==> src/rtl/muldiv_decode_stage.sv <==
// RV32I/RV32M instruction decoder with the ID/EX control register
// and stall sequencing for multi-cycle MUL/DIV occupancy of EX.
module muldiv_decode_stage #(
   parameter int ENABLE_M   = 1,
   parameter int MUL_CYCLES = 3,
   parameter int DIV_CYCLES = 33,
   parameter int ALU_CTRL_W = 5
) (
   input  logic                  CPU_CLK,
   input  logic                  CPU_RST,
   input  logic [31:0]           InstrD,
   input  logic                  StallE,
   input  logic                  FlushE,
   output logic                  JalE,
   output logic                  JalrE,
   output logic                  MemToRegE,
   output logic                  LoadNpcE,
   output logic                  AluSrc1E,
   output logic [2:0]            RegWriteE,
   output logic [3:0]            MemWriteE,
   output logic [1:0]            RegReadE,
   output logic [2:0]            BranchTypeE,
   output logic [1:0]            AluSrc2E,
   output logic [2:0]            ImmTypeE,
   output logic [ALU_CTRL_W-1:0] AluContrlE,
   output logic                  MulDivE,
   output logic                  IllegalE,
   output logic                  MulDivStallReq,
   output logic                  MulDivDoneE
);

   typedef enum logic {IDLE, BUSY} state_t;

   typedef struct packed {
      logic                  jal;
      logic                  jalr;
      logic                  mem_to_reg;
      logic                  load_npc;
      logic                  alu_src1;
      logic [2:0]            reg_write;
      logic [3:0]            mem_write;
      logic [1:0]            reg_read;
      logic [2:0]            branch_type;
      logic [1:0]            alu_src2;
      logic [2:0]            imm_type;
      logic [ALU_CTRL_W-1:0] alu_ctrl;
      logic                  mul_div;
      logic                  is_div;
      logic                  illegal;
   } ctrl_t;

   localparam logic [6:0] OP_LUI    = 7'b0110111;
   localparam logic [6:0] OP_AUIPC  = 7'b0010111;
   localparam logic [6:0] OP_JAL    = 7'b1101111;
   localparam logic [6:0] OP_JALR   = 7'b1100111;
   localparam logic [6:0] OP_BRANCH = 7'b1100011;
   localparam logic [6:0] OP_LOAD   = 7'b0000011;
   localparam logic [6:0] OP_STORE  = 7'b0100011;
   localparam logic [6:0] OP_IMM    = 7'b0010011;
   localparam logic [6:0] OP_REG    = 7'b0110011;

   localparam logic [5:0] MUL_LD    = 6'(MUL_CYCLES - 2);
   localparam logic [5:0] DIV_LD    = 6'(DIV_CYCLES - 2);
   localparam logic       MUL_MULTI = (MUL_CYCLES > 1);
   localparam logic       DIV_MULTI = (DIV_CYCLES > 1);

   function automatic logic [ALU_CTRL_W-1:0] ac(input int v);
      return ALU_CTRL_W'(v);
   endfunction

   function automatic logic [ALU_CTRL_W-1:0] base_alu(
      input logic [2:0] f3
   );
      logic [ALU_CTRL_W-1:0] r;
      unique case (f3)
         3'b000:  r = ac(3);
         3'b001:  r = ac(0);
         3'b010:  r = ac(8);
         3'b011:  r = ac(9);
         3'b100:  r = ac(5);
         3'b101:  r = ac(1);
         3'b110:  r = ac(6);
         default: r = ac(7);
      endcase
      return r;
   endfunction

   logic [6:0] opcode;
   logic [2:0] fn3;
   logic [6:0] fn7;
   logic       ok;
   ctrl_t      dec;
   ctrl_t      e;
   state_t     state;
   logic [5:0] cnt;
   logic       fresh;
   logic       start;
   logic       multi;
   logic       last;
   logic       hold;
   logic       unused_bits;

   assign opcode      = InstrD[6:0];
   assign fn3         = InstrD[14:12];
   assign fn7         = InstrD[31:25];
   assign unused_bits = ^{InstrD[24:15], InstrD[11:7]};

   always_comb begin
      dec = '0;
      ok  = 1'b1;
      case (opcode)
         OP_LUI: begin
            dec.reg_write = 3'd6;
            dec.imm_type  = 3'd4;
            dec.alu_src2  = 2'b10;
            dec.alu_ctrl  = ac(10);
         end
         OP_AUIPC: begin
            dec.alu_src1  = 1'b1;
            dec.reg_write = 3'd6;
            dec.imm_type  = 3'd4;
            dec.alu_src2  = 2'b10;
            dec.alu_ctrl  = ac(3);
         end
         OP_JAL: begin
            dec.jal       = 1'b1;
            dec.load_npc  = 1'b1;
            dec.reg_write = 3'd6;
            dec.imm_type  = 3'd5;
         end
         OP_JALR: begin
            ok            = (fn3 == 3'b000);
            dec.jalr      = 1'b1;
            dec.load_npc  = 1'b1;
            dec.reg_write = 3'd6;
            dec.imm_type  = 3'd1;
            dec.reg_read  = 2'b10;
            dec.alu_src2  = 2'b10;
            dec.alu_ctrl  = ac(3);
         end
         OP_BRANCH: begin
            dec.imm_type = 3'd3;
            dec.reg_read = 2'b11;
            unique case (fn3)
               3'b000:  dec.branch_type = 3'd1;
               3'b001:  dec.branch_type = 3'd2;
               3'b100:  dec.branch_type = 3'd3;
               3'b101:  dec.branch_type = 3'd5;
               3'b110:  dec.branch_type = 3'd4;
               3'b111:  dec.branch_type = 3'd6;
               default: ok = 1'b0;
            endcase
         end
         OP_LOAD: begin
            dec.mem_to_reg = 1'b1;
            dec.imm_type   = 3'd1;
            dec.reg_read   = 2'b10;
            dec.alu_src2   = 2'b10;
            dec.alu_ctrl   = ac(3);
            unique case (fn3)
               3'b000:  dec.reg_write = 3'd1;
               3'b001:  dec.reg_write = 3'd2;
               3'b010:  dec.reg_write = 3'd3;
               3'b100:  dec.reg_write = 3'd4;
               3'b101:  dec.reg_write = 3'd5;
               default: ok = 1'b0;
            endcase
         end
         OP_STORE: begin
            dec.imm_type = 3'd2;
            dec.reg_read = 2'b11;
            dec.alu_src2 = 2'b10;
            dec.alu_ctrl = ac(3);
            unique case (fn3)
               3'b000:  dec.mem_write = 4'b0001;
               3'b001:  dec.mem_write = 4'b0011;
               3'b010:  dec.mem_write = 4'b1111;
               default: ok = 1'b0;
            endcase
         end
         OP_IMM: begin
            dec.reg_write = 3'd6;
            dec.imm_type  = 3'd1;
            dec.reg_read  = 2'b10;
            dec.alu_src2  = 2'b10;
            dec.alu_ctrl  = base_alu(fn3);
            // shift-immediates take shamt from the rs2 field
            if (fn3 == 3'b001) begin
               dec.alu_src2 = 2'b01;
               ok           = (fn7 == 7'b0000000);
            end else if (fn3 == 3'b101) begin
               dec.alu_src2 = 2'b01;
               if (fn7 == 7'b0100000)
                  dec.alu_ctrl = ac(2);
               else
                  ok = (fn7 == 7'b0000000);
            end
         end
         OP_REG: begin
            dec.reg_write = 3'd6;
            dec.reg_read  = 2'b11;
            if (fn7 == 7'b0000000) begin
               dec.alu_ctrl = base_alu(fn3);
            end else if (fn7 == 7'b0100000 && fn3 == 3'b000) begin
               dec.alu_ctrl = ac(4);
            end else if (fn7 == 7'b0100000 && fn3 == 3'b101) begin
               dec.alu_ctrl = ac(2);
            end else if (ENABLE_M != 0 && fn7 == 7'b0000001) begin
               dec.mul_div  = 1'b1;
               dec.is_div   = fn3[2];
               dec.alu_ctrl = ac(11 + int'(fn3));
            end else begin
               ok = 1'b0;
            end
         end
         default: ok = 1'b0;
      endcase
      if (!ok) begin
         dec         = '0;
         dec.illegal = 1'b1;
      end
   end

   // fresh marks the first EX cycle of the bundle, so a held op never restarts
   assign start = (state == IDLE) && fresh && e.mul_div;
   assign multi = e.is_div ? DIV_MULTI : MUL_MULTI;
   assign last  = (state == BUSY) && (cnt == 6'd0);

   assign MulDivStallReq = !FlushE &&
                           ((start && multi) ||
                            ((state == BUSY) && !last));
   assign MulDivDoneE    = !FlushE &&
                           ((start && !multi) || last);
   assign hold           = StallE || MulDivStallReq;

   always_ff @(posedge CPU_CLK) begin
      if (CPU_RST || FlushE) begin
         e     <= '0;
         state <= IDLE;
         cnt   <= '0;
         fresh <= 1'b0;
      end else begin
         fresh <= !hold;
         if (!hold)
            e <= dec;
         case (state)
            IDLE: begin
               if (start && multi) begin
                  state <= BUSY;
                  cnt   <= e.is_div ? DIV_LD : MUL_LD;
               end
            end
            BUSY: begin
               if (cnt == 6'd0)
                  state <= IDLE;
               else
                  cnt <= cnt - 6'd1;
            end
            default: state <= IDLE;
         endcase
      end
   end

   assign JalE        = e.jal;
   assign JalrE       = e.jalr;
   assign MemToRegE   = e.mem_to_reg;
   assign LoadNpcE    = e.load_npc;
   assign AluSrc1E    = e.alu_src1;
   assign RegWriteE   = e.reg_write;
   assign MemWriteE   = e.mem_write;
   assign RegReadE    = e.reg_read;
   assign BranchTypeE = e.branch_type;
   assign AluSrc2E    = e.alu_src2;
   assign ImmTypeE    = e.imm_type;
   assign AluContrlE  = e.alu_ctrl;
   assign MulDivE     = e.mul_div;
   assign IllegalE    = e.illegal;

endmodule

==> config.mk <==
export PLATFORM = sky130hd
export DESIGN_NAME = muldiv_decode_stage
export DESIGN_NICKNAME = d
export VERILOG_FILES = /design/src/rtl/muldiv_decode_stage.sv
export SDC_FILE = /design/constraint.sdc
export NUM_CORES = 1
export LEC_CHECK = 0
export CORE_AREA = 2 2 77 79
export CTS_BUF_LIST = sky130_fd_sc_hd__clkbuf_8
export CTS_CLUSTER_SIZE = 40
export DETAILED_ROUTE_END_ITERATION = 8
export DIE_AREA = 0 0 79 81
export GPL_TIMING_DRIVEN = 0
export HOLD_SLACK_MARGIN = 0.02
export PLACE_DENSITY = 0.79
export SLEW_MARGIN = 10
export SYNTH_ARGS = -nofsm -noshare
export SYNTH_HDL_FRONTEND = slang
export SYNTH_SLANG_ARGS = --single-unit
export TNS_END_PERCENT = 50
==> constraint.sdc <==
create_clock -name CPU_CLK -period 1.95 [get_ports CPU_CLK]
set_input_delay 0.39 -clock CPU_CLK [delete_from_list [all_inputs] [get_ports CPU_CLK]]
set_output_delay 0.39 -clock CPU_CLK [all_outputs]
set_load 0.01 [all_outputs]
Word-level counts from Yosys, hierarchy flattened
Index checks and enable logic that the tools add are counted.
{"block": "op_classes", "n_reduce_logical": 29, "n_bitwise": 1, "n_div": 0, "multipliers": 0, "n_mux": 48, "magnitude_cmp": 0, "eq_ne": 20, "shifts": 0, "n_addsub": 2}
{"operator": "$mux W30", "n": 1}
{"operator": "$mux W5", "n": 6}
{"operator": "$pmux W3 S5", "n": 2}
{"operator": "$eq A7 B6 Y1 const B", "n": 4}
{"operator": "$pmux W4 S7", "n": 1}
{"operator": "$eq A7 B7 Y1 const B", "n": 3}
{"operator": "$pmux W5 S4", "n": 1}
{"operator": "$pmux W3 S6", "n": 1}
{"operator": "$mux W1", "n": 17}
{"operator": "$eq A7 B5 Y1 const B", "n": 2}
{"operator": "$eq A3 B3 Y1 const B", "n": 4}
{"operator": "$mux W2", "n": 6}
{"operator": "$mux W6", "n": 2}
{"operator": "$pmux W4 S3", "n": 1}
{"operator": "$pmux W6 S2", "n": 1}
{"operator": "$reduce_or A3 Y1", "n": 4}
{"operator": "$reduce_or A6 Y1", "n": 2}
{"operator": "$reduce_or A5 Y1", "n": 2}
{"operator": "$logic_and A1 B1 Y1", "n": 8}
{"operator": "$mux W4", "n": 2}
{"operator": "$pmux W2 S2", "n": 2}
{"operator": "$eq A7 B1 Y1 const B", "n": 1}
{"operator": "$eq A7 B2 Y1 const B", "n": 1}
{"operator": "$logic_not A7 Y1", "n": 1}
{"operator": "18 further kinds", "n": 25}
{"block": "totals", "latch_bits": 0, "mem_bits_rw": 0, "mem_bits_ro": 0, "word_cells": 118, "mem_count": 0, "ff_bits": 38}

Longest topological paths before layout
Gate-level depths: netlist (run 1).
{"block": "depth", "word_depth": 8, "ltp_mapped": 10, "ltp_nobuf": 9}

Least setup slack after synthesis (run 1)
Ideal clock, no wire load.
{"block": "synth_timing", "path_type": "register -> register", "startpoint": "register cnt[0]", "endpoint": "register e[1] in the netlist's numbering", "synth_period_minus_slack_ns": 1.882, "setup_time_ns": 0.070, "slack_ns": 0.068, "required_ns": 1.880, "stages_incl_launch_ff": 10, "t_arrival_ns": 1.811, "path_cell_list": "dfxtp_1 -> inv_1 -> ha_1 -> nand3b_4 -> o41ai_4 -> nor2_1 -> nor2_2 -> buf_2 -> nand3_1 -> a21oi_1"}
{"block": "synth_between", "elab_chain_len": 7}
{"element": "start, declared", "line_no": "95", "text": "logic [5:0] cnt;"}
{"element": "start signal, assigned", "line_no": "250", "text": "cnt <= e.is_div ? DIV_LD : MUL_LD;"}
{"element": "start signal, assigned", "line_no": "257", "text": "cnt <= cnt - 6'd1;"}
{"element": "$logic_not A6 Y1", "line_no": "227", "text": "assign last = (state == BUSY) && (cnt == 6'd0);"}
{"element": "$logic_and A1 B1 Y1", "line_no": "227"}
{"element": "$logic_not A1 Y1", "line_no": "231", "text": "((state == BUSY) && !last));"}
{"element": "$logic_and A1 B1 Y1", "line_no": "231"}
{"element": "$logic_or A1 B1 Y1", "line_no": "230", "text": "((start && multi) ||"}
{"element": "$logic_and A1 B1 Y1", "line_no": "229", "text": "assign MulDivStallReq = !FlushE &&"}
{"element": "named net MulDivStallReq", "line_no": "28", "text": "output logic MulDivStallReq,"}
{"element": "$logic_or A1 B1 Y1", "line_no": "234", "text": "assign hold = StallE || MulDivStallReq;"}
{"element": "end signal, assigned", "line_no": "238", "text": "e <= '0;"}
{"element": "end signal, assigned", "line_no": "245", "text": "e <= dec;"}
{"element": "end, declared", "line_no": "93", "text": "ctrl_t e;"}
The timed path passes the listed nets, and every way through them passes these cells.
A chain may end at the register's enable or synchronous reset.

Worst setup path in the final report (run 1)
{"block": "layout_timing", "startpoint": "register cnt[0]", "endpoint": "output port MulDivDoneE"}
{"block": "layout_between", "elab_chain_len": 3}
{"element": "$logic_not A6 Y1", "line_no": "227"}
{"element": "$logic_and A1 B1 Y1", "line_no": "227"}
{"element": "$logic_and A1 B1 Y1", "line_no": "232", "text": "assign MulDivDoneE = !FlushE &&"}
{"element": "end, declared", "line_no": "29", "text": "output logic MulDivDoneE"}
No other way between the ends.

==> flow_summary.json, run 1 <==
{
  "clock-root-buffer": "clkbuf_8",
  "die_w_um": 79,
  "clkSinkCount": 37,
  "place_inst": 440,
  "crit_fanout": 4,
  "final_hold_viol_count": 0,
  "ys.flop_type": "dfxtp_1",
  "drive_above_1_share": 0.264,
  "synth.top_cell.area_share": 0.308,
  "drc": 0,
  "synthCells": 315,
  "grt_max_degree": 11,
  "fin_crit_sh": 1.00,
  "drv_cap": 0,
  "period_minus_slack_ns": 1.96,
  "setup_slack_ns": -0.00571,
  "relSlewSlack": 0.655,
  "netlist_top_cells_area": "dfxtp_1 31%, a21oi_1 7.9%, buf_4 6.9%",
  "area_delta_synth_final_pct": 39.1,
  "cp-start-kind": "flop",
  "die_area_um2": 6400,
  "whs_ns": 0.432,
  "fp.dieH_um": 81,
  "slew_viol_final": 0,
  "synth_area_um2": 2400,
  "min_path_type": "primary input to flop",
  "clkLatencyLatePin_ns": 0.29,
  "routedWlPerCell_um": 15.1,
  "antenna_found_initial": 0,
  "yosysWarnings": 0,
  "synth_edf_count": 0,
  "vdd_drop_max_v": 0.000280,
  "synth_seq_area_share": 0.308,
  "synthesis.nets": 358,
  "instances_no_fill": 458,
  "cts_max_path_buffers": 2,
  "tightest_slew_ns": 0.517,
  "placementRows": 28,
  "htreeDepth": 2,
  "tritoncts": "built",
  "ys_ff_latch": 37,
  "p_per_area_nw_per_um2": 463,
  "required_ns": 1.56,
  "grt.total_usage": 0.218,
  "vias": 2513,
  "gp_congestion": 0.970,
  "synth_top_cell_by_area": "dfxtp_1",
  "diodes": 0,
  "start_util": 0.424,
  "violations": "setup timing",
  "async_flop_share": 0,
  "first_iter_violations": 117,
  "nets": 426,
  "ios": 67,
  "cts_buffers": 5,
  "coreArea_um2": 5680,
  "first_pass_iters": 4,
  "hpwl_um": 4900,
  "path_class": "flop to primary output",
  "portBuffers": 50,
  "wl_um": 6920,
  "status": "complete, but fails checks",
  "worstSetupEndpointType": "primary output",
  "synth.avg_cell_area_um2": 7.63,
  "final_common_cell": "buf_4",
  "dpl_worst_slack_ns": -0.813,
  "grt_pass1_vias": 2335,
  "setup_viol": 1,
  "ys_types": 54,
  "grt_pass1_wl_um": 11100,
  "drtAntennaViolNets": 0,
  "cts.clk_slew.worst_paths_ns": 0.07,
  "leakage_nw": 1.26,
  "rsz0062_at_grt": "true",
  "viasPerCell": 5.49,
  "most-common-layout-cells": "40 x buf_4, 38 x a21oi_1, 35 x dfxtp_1",
  "finalPower_mw": 1.55,
  "cp.arrival_ns": 1.57,
  "fmax_mhz": 511,
  "fin_worst_skew_ns": 0.00674,
  "overflow": 0
}
==> cells in the mapped netlist (2+ instances only) <==
library cell / count
buf_4: 22
or2_2: 2
or4_1: 2
a32o_1: 4
ha_1: 7
o31ai_1: 3
nand2b_1: 5
clkbuf_1: 14
nor3b_1: 2
inv_1: 9
buf_2: 6
and3b_1: 3
nor4_1: 4
nor3_1: 11
nand2_1: 28
a22oi_1: 5
dfxtp_1: 37
o21ai_0: 16
nand3b_1: 2
a2111oi_0: 2
nor2b_1: 8
a21oi_1: 38
nor2_1: 34
a311oi_1: 2
a21o_1: 3
a211oi_1: 2
nand4_1: 5
nand3_1: 13
==> metal layers <==
layer  GRT usage  vias up  share of wire
met4      0.0914        0          0.029
met1       0.270     1168           0.42
li1            -     1248              -
met5           0        -              0
met2       0.378       79           0.50
met3      0.0333       18          0.054
==> what timing repair did <==
action,in CTS,in global routing
hold buffers,0,0
buffers inserted,7,6
cloned,1,0
pin swaps,12,12
setup endpoints to repair,32,31
resized for setup,64,37
==> cell families after synthesis <==
logic type               count (synthesis)  share of synthesized area
adder cells (fa/ha/maj)                  7                     0.0364
AO/OA/AOI/OAI                           88                      0.240
AND/OR/NAND/NOR                        129                      0.288
multiplexers                             1                    0.00416
buffers and inverters                   53                      0.124
flip-flops                              37                      0.308
==> through the flow <==
| step | TNS (ns) | area (um^2) | util |
|---|---|---|---|
| 2_1_floorplan | 0 | 2400 | - |
| 3_3_place_gp | -15.31 | 3000 | 0.528 |
| 3_5_place_dp | -16.10 | 3000 | 0.528 |
| 4_1_cts | -0.0360 | 3240 | 0.571 |
| 5_1_grt | -0.246 | 3340 | 0.589 |
| 6_report | -0.00571 | 3340 | 0.589 |
==> layout make-up <==
| type | count | area, um^2 |
|---|---|---|
| Multi-Input combinational cell | 225 | 1520 |
| Sequential cell | 37 | 743 |
| Tap cell | 75 | 93.8 |
| Fill cell | 546 | 2330 |
| Clock buffer | 6 | 82.6 |
| Timing Repair Buffer | 64 | 574 |
| Buffer | 41 | 295 |
| Inverter | 9 | 33.8 |
| Clock inverter | 1 | 3.75 |
==> worst paths after layout <==
check | slack (ns) | from | cells past startpoint | to
worst min-delay path | 0.43 | InstrD[3] | 3 | JalE
worst min register to register | 0.46 | MemToRegE | 2 | MemToRegE
worst max-delay path | -0.006 | cnt[0] | 6 | MulDivDoneE
worst max register to register | 0.09 | cnt[0] | 10 | AluSrc2E[1]
==> worst max-delay path, stage by stage, from the launching register on <==
cell      delay, ns
dfxtp_2        0.32
inv_2          0.06
ha_4           0.14
nand3b_4       0.10
or4_4          0.43
nor2_1         0.09
buf_2          0.13
==> where the power goes <==
part	total (mW)	switching (mW)	internal (mW)
Sequential	0.759	0.00144	0.758
Combinational	0.262	0.158	0.104
Clock	0.527	0.252	0.275
==> flip-flops by register name (all words and copies together), names as in the netlist, 2 cells and up <==
signal       count
RegReadE         2
AluSrc2E         2
MemWriteE        3
BranchTypeE      3
ImmTypeE         3
RegWriteE        3
cnt              6
AluContrlE       5
Power figures use the tool's default switching activity.
==> run 2: changes to the inputs <==
--- a/config.mk
+++ b/config.mk
@@ -10,7 +10,7 @@
 export CTS_CLUSTER_SIZE = 40
 export DETAILED_ROUTE_END_ITERATION = 8
 export DIE_AREA = 0 0 79 81
-export GPL_TIMING_DRIVEN = 0
+export GPL_TIMING_DRIVEN = 1
 export HOLD_SLACK_MARGIN = 0.02
 export PLACE_DENSITY = 0.79
 export SLEW_MARGIN = 10
==> flow_summary.json, run 2 (synthesis gave the netlist of run 1 again) <==
{
  "most-common-layout-cells": "73 x buf_4, 36 x clkdlybuf4s50_1, 35 x dfxtp_1, 35 x a21oi_1, 32 x nor2_1",
  "violations": "setup timing",
  "regArea_um2": 743,
  "portBuffers": 51,
  "relSlewSlack": 0.697,
  "status": "complete, but fails checks",
  "dpl_cell_area_um2": 3340,
  "viasPerCell": 5.50,
  "tightest_slew_ns": 0.451,
  "overflow": 0,
  "hpwl_um": 5260,
  "clock-root-buffer": "clkbuf_8",
  "cts.clk_slew.worst_paths_ns": 0.07,
  "coreArea_um2": 5680,
  "crit_chain": "inv_2 > ha_4 > nand3b_4 > buf_6 > o41ai_4 > buf_4 > o21bai_4 > buf_12 > nor4_2 > a21oi_1 > nor2_1",
  "cts_hold_buf": 0,
  "vdd_drop_max_v": 0.000260,
  "routedWlPerCell_um": 15.3,
  "fin_worst_skew_ns": 0.00487,
  "path_class": "flop to flop",
  "rsz0062_at_grt": "true",
  "setup_viol": 2,
  "clkLatencyLatePin_ns": 0.29,
  "ios": 67,
  "drc": 0,
  "area_delta_synth_final_pct": 55.4,
  "wl_um": 7450,
  "fp.dieH_um": 81,
  "drv_cap": 0,
  "worstSetupEndpointType": "flop",
  "grt_pass1_vias": 2560,
  "crit_fanout": 8,
  "nets": 455,
  "required_ns": 2.17,
  "r2r_start": "cnt[1]",
  "drive_above_1_share": 0.341,
  "gp_congestion": 0.957,
  "fmax_mhz": 508,
  "multi_input_area_um2": 1560,
  "p_per_area_nw_per_um2": 455,
  "die_w_um": 79,
  "first_iter_violations": 170,
  "post-route-util": 0.658,
  "tritoncts": "built",
  "hp-start": "MemToRegE",
  "top_register": "cnt",
  "first_pass_iters": 7,
  "grt_pass1_wl_um": 11400,
  "setup_slack_ns": -0.0170,
  "cts_max_path_buffers": 2,
  "slew_viol_final": 0,
  "cts_buffers": 5,
  "min_path_type": "flop to flop",
  "period_minus_slack_ns": 1.97,
  "die_area_um2": 6400,
  "vias": 2684,
  "largest_reg_flops": 6,
  "cpPeakStageDelay_ns": 0.33,
  "htreeDepth": 2,
  "final_common_cell": "buf_4",
  "final_hold_viol_count": 0,
  "antenna_found_initial": 0,
  "fill_cells": 483,
  "cp_num_buf_inv": 4,
  "cp-startpoint": "cnt[1]",
  "cp.arrival_ns": 2.19,
  "clkSinkCount": 37,
  "critPathSlowestCell": "dfxtp_2",
  "placementRows": 28,
  "leakage_nw": 1.46,
  "grt_max_degree": 23,
  "fin_crit_sh": 1.01,
  "grt.total_usage": 0.223,
  "drtAntennaViolNets": 0,
  "cp-start-kind": "flop",
  "postLayoutCellArea_um2": 3740,
  "diodes": 0,
  "start_util": 0.424,
  "path_delay_family": "buffers and inverters"
}
## run 2: cell count changes in the layout (fill, tap and decap cells not counted), sizes merged
cell and delta:
clkinv +1, buf +38, inv -1, clkdlybuf4s50 +4, clkbuf -13, dlygate4sd2 +4
bufbuf +1, clkdlybuf4s15 -1, dlymetal6s2s -3
## run 2: timing repair
action,in CTS,in global routing
gates cloned,1,1
resized for setup,66,19
pin swaps,17,17
setup buffers,5,2
setup endpoints to repair,24,29
## run 2: worst reg2reg max path: stages, from the launching register on
cell and delay, ns:
dfxtp_2 0.33, inv_2 0.06, ha_4 0.14, nand3b_4 0.09, buf_6 0.13, o41ai_4 0.27, buf_4 0.19, o21bai_4 0.07
buf_12 0.16, nor4_2 0.31, a21oi_1 0.07, nor2_1 0.09
## run 2: area by class of cell
cell class / count / share of cell area
Inverter: 9 / 0.00904
Sequential cell: 37 / 0.199
Clock buffer: 7 / 0.0258
Tap cell: 75 / 0.0251
Clock inverter: 1 / 0.00134
Multi-Input combinational cell: 225 / 0.416
Timing Repair Buffer: 134 / 0.324
## run 2: worst paths after layout
check        slack (ns)        endpoint  depth (start not counted)
min                0.45       MemToRegE                          2
max reg2reg       -0.02  BranchTypeE[0]                         11
min reg2reg        0.45       MemToRegE                          2
max               -0.02  BranchTypeE[0]                         11
## run 2: where the power goes
group | total (mW) | switching, mW | internal, mW
Combinational | 0.356 | 0.180 | 0.176
Clock | 0.585 | 0.265 | 0.319
Sequential | 0.759 | 0.00153 | 0.758
## run 2: stage by stage
stage	total power, mW	instances	hold slack (ns)	setup TNS (ns)	setup slack [ns]
detailed placement	1.08	471	0.447	-10.28	-0.561
floorplan	0.905	315	0.432	0	0.0683
global placement	1.07	471	0.443	-8.82	-0.489
finish	1.70	488	0.454	-0.0329	-0.0170
CTS	1.68	485	0.456	-0.872	-0.0815
global route	1.77	488	0.471	-0.921	-0.0936
## run 2: layer usage
metal,GRT usage,vias to the layer above,part of all wire
li1,-,1301,-
met1,0.254,1273,0.40
met2,0.419,96,0.52
met3,0.0356,14,0.054
met4,0.0828,0,0.021
met5,0,-,0
==> run 3: changes to the inputs <==
--- a/config.mk
+++ b/config.mk
@@ -5,14 +5,15 @@
 export SDC_FILE = /design/constraint.sdc
 export NUM_CORES = 1
 export LEC_CHECK = 0
-export CORE_AREA = 2 2 77 79
+export CORE_AREA = 10 10 85 87
 export CTS_BUF_LIST = sky130_fd_sc_hd__clkbuf_8
 export CTS_CLUSTER_SIZE = 40
 export DETAILED_ROUTE_END_ITERATION = 8
-export DIE_AREA = 0 0 79 81
+export DIE_AREA = 0 0 95 97
 export GPL_TIMING_DRIVEN = 1
 export HOLD_SLACK_MARGIN = 0.02
 export PLACE_DENSITY = 0.79
+export REMOVE_ABC_BUFFERS = 1
 export SLEW_MARGIN = 10
 export SYNTH_ARGS = -nofsm -noshare
 export SYNTH_HDL_FRONTEND = slang
==> flow_summary.json, run 3 (synthesis gave the netlist of run 1 again) <==
{
  "grt.total_usage": 0.165,
  "crit_chain": "inv_2 > ha_4 > nand3b_4 > buf_6 > o41ai_4 > buf_4 > o21bai_4 > buf_12 > a21oi_1 > a32oi_2 > nor2_1",
  "drv_cap": 0,
  "hpwl_um": 5670,
  "placementRows": 27,
  "hold-path-cell-count": 2,
  "drc": 0,
  "leakage_nw": 1.44,
  "start_util": 0.439,
  "largest_reg_flops": 6,
  "most-common-layout-cells": "66 x buf_4, 36 x dfxtp_1, 36 x clkdlybuf4s50_1",
  "nets": 448,
  "drive_above_1_share": 0.321,
  "tightest_slew_ns": 0.402,
  "required_ns": 2.18,
  "fp.dieH_um": 97,
  "grt_pass1_wl_um": 12500,
  "top_register": "cnt",
  "cts_buffers": 5,
  "die_area_um2": 9220,
  "viasPerCell": 5.47,
  "worst-path-stages": 11,
  "portBuffers": 51,
  "fmax_mhz": 513,
  "grt_pass1_vias": 2667,
  "vias": 2607,
  "coreArea_um2": 5470,
  "fin_worst_skew_ns": 0.00300,
  "r2r_start": "cnt[1]",
  "cts.clk_slew.worst_paths_ns": 0.07,
  "final_hold_viol_count": 0,
  "cp-startpoint": "cnt[1]",
  "ios": 67,
  "tritoncts": "built",
  "whs_ns": 0.457,
  "setup_tns_ns": 0,
  "clock-root-buffer": "clkbuf_8",
  "routedWlPerCell_um": 16.1,
  "htreeDepth": 2,
  "period_minus_slack_ns": 1.95,
  "r2r_slack_ns": 0.002,
  "clkLatencyLatePin_ns": 0.30,
  "final_common_cell": "buf_4",
  "cp-start-kind": "flop",
  "cp.arrival_ns": 2.18,
  "post-route-util": 0.672,
  "rr_endpoint": "AluSrc2E[1]",
  "wl_um": 7680,
  "worstSetupEndpointType": "flop",
  "vdd_drop_max_v": 0.000308,
  "grt_max_degree": 23,
  "first_pass_iters": 4,
  "antenna_found_initial": 0,
  "relSlewSlack": 0.730,
  "critPathSlowestCell": "dfxtp_2",
  "status": "completed",
  "crit_fanout": 22,
  "overflow": 0,
  "postLayoutCellArea_um2": 3680,
  "gp_congestion": 0.904,
  "min_path_type": "flop to flop",
  "path_delay_family": "compound AO/OA/AOI/OAI gates",
  "rsz0062_at_grt": "true",
  "fin_crit_sh": 0.999,
  "die_w_um": 95,
  "cp_num_buf_inv": 4,
  "first_iter_violations": 199,
  "drtAntennaViolNets": 0,
  "cpPeakStageDelay_ns": 0.33,
  "endpoint": "AluSrc2E[1]",
  "cts_hold_buf": 0,
  "p_per_area_nw_per_um2": 451,
  "setup_viol": 0,
  "cts_max_path_buffers": 2,
  "clkSinkCount": 37,
  "dpl_cell_area_um2": 3300,
  "path_class": "flop to flop",
  "ff2ff_path_depth": 11,
  "slew_viol_final": 0,
  "diodes": 0,
  "area_delta_synth_final_pct": 53.0
}
-- run 3: where the power goes --
| part | leakage, nW | switching (mW) | internal [mW] |
|---|---|---|---|
| registers | 0.299 | 0.00175 | 0.758 |
| clock network | 0.0485 | 0.279 | 0.275 |
| logic | 1.09 | 0.175 | 0.169 |
| total | 1.44 | 0.456 | 1.20 |
-- run 3: stage by stage --
stage	std cells	power [mW]	worst slack, ns
3_3_place_gp	464	1.07	-0.573
2_1_floorplan	271	0.882	-0.251
3_5_place_dp	464	1.08	-0.620
6_report	477	1.66	0.00226
4_1_cts	476	1.65	-0.0731
5_1_grt	477	1.73	-0.0803
-- run 3: final cells by class --
| type | instances | area (um^2) |
|---|---|---|
| clock buffers | 6 | 82.6 |
| clock inverters | 1 | 3.75 |
| fillers | 455 | 1790 |
| inverters | 9 | 33.8 |
| multi-input cells | 225 | 1580 |
| flip-flops and latches | 37 | 742 |
| well taps | 72 | 90.1 |
| repair buffers | 127 | 1150 |
-- run 3: how the worst min path moves through the flow --
stage / start / endpoint
2_1_floorplan: e[1] / e[1]
3_3_place_gp: MemToRegE / MemToRegE
3_5_place_dp: AluContrlE[4] / AluContrlE[4]
4_1_cts: AluContrlE[4] / AluContrlE[4]
5_1_grt: ImmTypeE[0] / ImmTypeE[0]
6_report: AluContrlE[4] / AluContrlE[4]
-- run 3: routing by layer --
metal  up-vias  GRT usage  routed length [um]
li1       1275          -                   -
met1      1222      0.192                3270
met2        96      0.273                3630
met3        14     0.0547                 634
met4         0     0.0572                 139
met5         -          0                   0
-- run 3: tightest hold or removal path, delay by kind of cell, from the launching register on --
family / cells / cell delay, ns
AND/OR/NAND/NOR: 1 / 0.05
flip-flops: 1 / 0.31
AO/OA/AOI/OAI: 1 / 0.05
-- run 3: repair_timing --
action                                  CTS  global route
resized for setup                        57            30
pin swaps                                24            16
gates cloned                              1             0
endpoints found under the setup margin   26            31
buffers inserted                          5             1
endpoints found under the hold margin     0             0
